File: config.mk
export PLATFORM = sky130hd
export DESIGN_NAME = count8_sched
export DESIGN_NICKNAME = d
export VERILOG_FILES = /design/src/rtl/count8_sched_pkg.sv /design/src/rtl/count8_core.sv /design/src/rtl/count8_sched.sv
export SDC_FILE = /design/constraint.sdc
export NUM_CORES = 1
export LEC_CHECK = 0
export ABC_AREA = 0
export CELL_PAD_IN_SITES_DETAIL_PLACEMENT = 0
export CELL_PAD_IN_SITES_GLOBAL_PLACEMENT = 1
export CORE_ASPECT_RATIO = 1.75
export CORE_MARGIN = 3
export CORE_UTILIZATION = 35
export DETAILED_ROUTE_END_ITERATION = 7
export PLACE_DENSITY = 0.86
export RECOVER_POWER = 100
export REMOVE_ABC_BUFFERS = 1
export SYNTH_ARGS = -nofsm -noshare
export SYNTH_HDL_FRONTEND = slang
export SYNTH_SLANG_ARGS = --single-unit
export TNS_END_PERCENT = 1
File: constraint.sdc
create_clock -name clk -period 2.7 [get_ports clk]
set_input_delay 0.81 -clock clk [delete_from_list [all_inputs] [get_ports clk]]
set_output_delay 0.81 -clock clk [all_outputs]
set_load 0.05 [all_outputs]
File: src/rtl/count8_sched_pkg.sv
// Shared constants for the two-requester counter scheduler: counter width,
// FSM state encoding and requester indices.
package count8_sched_pkg;

    localparam int CNT_W = 8;

    localparam logic [1:0] ST_IDLE = 2'b00;
    localparam logic [1:0] ST_LOAD = 2'b01;
    localparam logic [1:0] ST_RUN  = 2'b10;
    localparam logic [1:0] ST_DONE = 2'b11;

    localparam logic REQ0 = 1'b0;
    localparam logic REQ1 = 1'b1;

    // One-hot grant vector for a requester index.
    function automatic logic [1:0] onehot_of(input logic idx);
        return idx ? 2'b10 : 2'b01;
    endfunction

endpackage

File: src/rtl/count8_core.sv
// 8-bit loadable up-counter. A load takes priority over counting, and the
// counter wraps from FF to 00.
module count8_core
    import count8_sched_pkg::*;
(
    input  logic             clk,
    input  logic             res,
    input  logic             EN,
    input  logic             load,
    input  logic [CNT_W-1:0] CNT_In,
    output logic [CNT_W-1:0] CNT
);

    // Counter register: synchronous active-low reset, then load, then count.
    always_ff @(posedge clk) begin
        if (!res) begin
            CNT <= '0;
        end else if (load) begin
            CNT <= CNT_In;
        end else if (EN) begin
            CNT <= CNT + CNT_W'(1);
        end
    end

endmodule

File: src/rtl/count8_sched.sv
// Round-robin scheduler that owns the shared counter. It grants one requester
// at a time, clears the counter, counts up to that requester's latched length
// and then pulses done to the owner.
//
// Handshake: a requester raises req[i] and keeps it up until it sees gnt[i];
// req is only looked at while idle, so dropping it after the grant has no
// effect. The transaction always runs to completion (only reset aborts it)
// and ends with a single-cycle done[i] while gnt[i] is still high; gnt drops
// on the following cycle.
module count8_sched
    import count8_sched_pkg::*;
(
    input  logic             clk,
    input  logic             res,
    input  logic [1:0]       req,
    input  logic [CNT_W-1:0] len0,
    input  logic [CNT_W-1:0] len1,
    input  logic             pause,
    output logic [1:0]       gnt,
    output logic [1:0]       done,
    output logic             busy,
    output logic [CNT_W-1:0] CNT,
    output logic [1:0]       fsm_state
);

    localparam logic [CNT_W-1:0] LOAD_VALUE = '0;

    logic [1:0]       state;
    logic [CNT_W-1:0] len_q;
    logic             owner;
    logic             last;
    logic             winner;
    logic             cnt_load;
    logic             cnt_en;

    // Arbitration: a lone requester wins; on contention the one not served last.
    always_comb begin
        winner = ~last;
        if (req == 2'b01) begin
            winner = REQ0;
        end else if (req == 2'b10) begin
            winner = REQ1;
        end
    end

    // Counter controls: clear in LOAD, count in RUN until the length is reached.
    always_comb begin
        cnt_load = (state == ST_LOAD);
        cnt_en   = (state == ST_RUN) && !pause && (CNT != len_q);
    end

    count8_core u_core (
        .clk    (clk),
        .res    (res),
        .EN     (cnt_en),
        .load   (cnt_load),
        .CNT_In (LOAD_VALUE),
        .CNT    (CNT)
    );

    // Scheduler FSM with grant, latched length, owner and round-robin pointer.
    always_ff @(posedge clk) begin
        if (!res) begin
            state <= ST_IDLE;
            gnt   <= 2'b00;
            len_q <= '0;
            owner <= REQ0;
            last  <= REQ1;
        end else begin
            case (state)
                ST_IDLE: begin
                    if (req != 2'b00) begin
                        len_q <= winner ? len1 : len0;
                        owner <= winner;
                        gnt   <= onehot_of(winner);
                        state <= ST_LOAD;
                    end
                end
                ST_LOAD: begin
                    state <= (len_q == '0) ? ST_DONE : ST_RUN;
                end
                ST_RUN: begin
                    if (cnt_en && (CNT == len_q - CNT_W'(1))) begin
                        state <= ST_DONE;
                    end
                end
                ST_DONE: begin
                    last  <= owner;
                    gnt   <= 2'b00;
                    state <= ST_IDLE;
                end
                default: begin
                    state <= ST_IDLE;
                    gnt   <= 2'b00;
                end
            endcase
        end
    end

    assign done      = (state == ST_DONE) ? gnt : 2'b00;
    assign busy      = (state != ST_IDLE);
    assign fsm_state = state;

endmodule
==> results.txt <==
The flow ran to the end, and the final reports show no timing, DRC or antenna violations. The maximum achievable frequency is 403 MHz, and the share of the core filled with cells is 48.0%. STA classifies the critical path startpoint as a register. After layout, the worst path uses 92.0% of the clock period.

The detail-routed via count per cell was 5.14; the CTS H-tree depth was 1. Total power per unit cell area: 835 nW/um2. The buffer cell driving the clock tree root is sky130_fd_sc_hd__clkbuf_8. At the end of routability-driven placement, the weighted congestion stood at 0.760. The slew of the pin with the lowest slew margin is 0.623 ns. For the worst setup path, the data required time is 1.89 ns.

In this run the core area contains 29 standard-cell rows. 0 antenna diodes ended up in the layout. The hold violation total from the final report is 0.

The final-layout fill cell count is 384. At the worst endpoint, the arrival time is 1.67 ns. The sequential element share of the synthesized area is 32.2%, and the total number of vias is 1214. Share of flip-flops with an asynchronous set or reset: 0%.

The total number of yosys warnings is 0, and the instance count of the mapped netlist is 155. The logs give 2 for the number of buffers on the longest clock path and 4 for the count of TritonRoute iterations in the first routing pass. Most frequently used cell type in the post-synthesis netlist: sky130_fd_sc_hd__dfxtp_1.

Setup repair after global routing left no endpoint under its margin. The signal on the critical path passes through dlygate4sd3_1. The endpoint class of the critical path is a primary output. The number of antenna violations at the first check in global routing was 0; the detailed-route DRC error count was 0. The die is 53.3 um wide. Wires add up to 3190 um. For the starting utilization of the core area, the log shows 37.0%. The number of slew-limit violations in the final report is 0. The critical path buffer and inverter count works out to 1. Global routing used 15.2% of the available tracks across all layers. The netlist uses 39 different library cells. The tools report the maximum resistive drop on vdd as 0.000410 V.

The synthesized design spends more area on one cell type than any other, namely sky130_fd_sc_hd__dfxtp_1. The commonest cells after synthesis are 22 x sky130_fd_sc_hd__dfxtp_1, 19 x sky130_fd_sc_hd__nor2_1, 11 x sky130_fd_sc_hd__mux2i_1. Among all stages on the critical path, the largest delay is contributed by sky130_fd_sc_hd__dlygate4sd3_1. In the post-synthesis netlist, the biggest area contributors are sky130_fd_sc_hd__dfxtp_1 32%, sky130_fd_sc_hd__mux2i_1 8.1%, sky130_fd_sc_hd__ha_1 6.4%. The final critical-path required period was 2.48 ns. The register bit total from synthesis is 22, and the area share of the largest cell type after synthesis is 32.2%. The number of gates resized after CTS is 0, and the clock sink count is 22. The setup path with the least slack is of type register to primary output. Type of the worst min-delay path: register to register. Input and output buffers added on the ports amount to 35.

The synthesized netlist occupies a cell area of 1370 um2. Entering global routing, the biggest net connects 18 pins. The layout overhead on the synthesized area works out to 30.0%. At the end of the flow, the number of nets in the layout was 219. For the number of global-route vias before repair, the log shows 1275. First-iteration detailed-routing DRC count: 11.

The HPWL after detailed placement is 2520 um. At the later pin of the worst-skew pair, clock insertion delay measures 0.27 ns. The number of setup violations in the final report is 0. In this run, CTS created clock tree buffers numbering 3.

The run gives 58.1% as the worst slew margin relative to its limit. The delay of the slowest cell on the worst path came out at 0.93 ns. In the final layout, the share of cells above drive strength 1 is 6.84%. Post-CTS timing repair inserted 0 buffers for setup. The area occupied by multi-input gates came out at 843 um2. The number of enable flip-flop cells after synthesis works out to 0. The global-route wire length before repair was 5390 um. The run gives 0.735 nW as the leakage power of the design. For this run, the leading register cell type out of synthesis is sky130_fd_sc_hd__dfxtp_1.

The run gives 0.00485 ns as the clock tree skew after final layout. The core region is 3700 um2. The tool flagged a number of max-cap violations equal to 0. The die area came out at 4720 um2. The number of nets with antenna violations after detailed routing was 0. After global routing the overflow that remains totals 0. For this design the top-level I/O count stands at 36. After clock tree synthesis, the flow added hold-fix buffers numbering 0.

The area taken by flip-flops and latches was 440 um2. Mean instance size in the synthesized netlist: 8.82 um2. The die height is 88.7 um, and the highest net fanout along the worst path is 7. The final-layout setup total negative slack is 0 ns. TritonCTS built the clock tree. Grouping stages by cell kind, the critical path spends the most delay in buffers and inverters. Clock-pin slew was measured on the worst setup and hold paths at 0.08 ns. In the final routed layout, each cell accounts on average for 13.5 um.
final cells by class:
class	count	area share, %
timing repair buffer	38	19.8
inverter	8	1.69
clock buffer	4	3.10
sequential	22	24.8
tap	46	3.24
multi-input combinational	118	47.4
cells by family (layout without fill, tap and decap cells):
group,count (synthesis),after routing,share of synthesized area (%)
adders and majority gates,8,8,7.14
muxes,11,11,8.05
and+or+nand+nor,51,51,19.2
xor gates and xnor gates,17,17,10.9
AOI/OAI and AO/OA,31,31,16.7
buffers and inverters,15,50,5.76
DFF,22,22,32.2
final timing paths:
check                                                 end  slack, ns                       start  cells after the start
worst max-delay path                               CNT[1]       0.22  u_core.CNT[1]$_SDFFE_PP0P_                      1
worst min register to register          last$_SDFFE_PN1P_       0.50          owner$_SDFFE_PN0P_                      2
worst min-delay path                    last$_SDFFE_PN1P_       0.50          owner$_SDFFE_PN0P_                      2
worst max register to register  fsm_state[0]$_SDFFE_PN0P_       0.24       len_q[0]$_SDFFE_PN0P_                      8
sequential cells by signal, summed over array words and instances (netlist names):
name / cells
len_q: 8
u_core.CNT: 8
fsm_state: 2
gnt: 2
last: 1
owner: 1
through the flow:
step           cells  cell area, um2  power (W)  setup WS, ns  hold WS, ns
6_report         236            1780    0.00148         0.216        0.503
5_1_grt          236            1780    0.00160         0.154        0.513
4_1_cts          236            1800    0.00152         0.256        0.493
3_5_place_dp     232            1740    0.00127         0.251        0.474
3_3_place_gp     232            1740    0.00125         0.280        0.448
2_1_floorplan    148            1320    0.00105         0.410        0.437
report_power, final:
group	internal (W)	total, W	switching, W
logic	0.000305	0.000765	0.000460
clock network	0.000130	0.000239	0.000109
registers	0.000392	0.000480	0.0000887
total	0.000827	0.00148	0.000657
per-layer routing:
layer | part of all wire, % | up-vias | global-route usage (%)
met2 | 54 | 37 | 27.2
met5 | 0 | - | 0
met1 | 39 | 557 | 16.7
met4 | 2.8 | 0 | 7.67
met3 | 4.7 | 8 | 2.19
li1 | - | 612 | -
placed cells by master, fill, tap and decap left out, types with 2 or more instances in the layout:
cell / count
sky130_fd_sc_hd__dfxtp_1: 22
sky130_fd_sc_hd__nor2_1: 19
sky130_fd_sc_hd__clkdlybuf4s50_1: 17
sky130_fd_sc_hd__dlygate4sd3_1: 15
sky130_fd_sc_hd__mux2i_1: 11
sky130_fd_sc_hd__a211oi_1: 10
sky130_fd_sc_hd__nand2_1: 9
sky130_fd_sc_hd__xor2_1: 9
sky130_fd_sc_hd__inv_1: 8
sky130_fd_sc_hd__xnor2_1: 8
sky130_fd_sc_hd__ha_1: 7
sky130_fd_sc_hd__o21ai_0: 5
sky130_fd_sc_hd__nand4_1: 4
sky130_fd_sc_hd__a21oi_1: 4
sky130_fd_sc_hd__clkbuf_8: 4
sky130_fd_sc_hd__o21a_1: 3
sky130_fd_sc_hd__nor3_1: 3
sky130_fd_sc_hd__clkbuf_1: 3
sky130_fd_sc_hd__and2_1: 2
sky130_fd_sc_hd__and3_1: 2
sky130_fd_sc_hd__or3_1: 2
sky130_fd_sc_hd__nand2b_1: 2
sky130_fd_sc_hd__buf_4: 2
No activity file was read; power rests on OpenSTA's default activity.
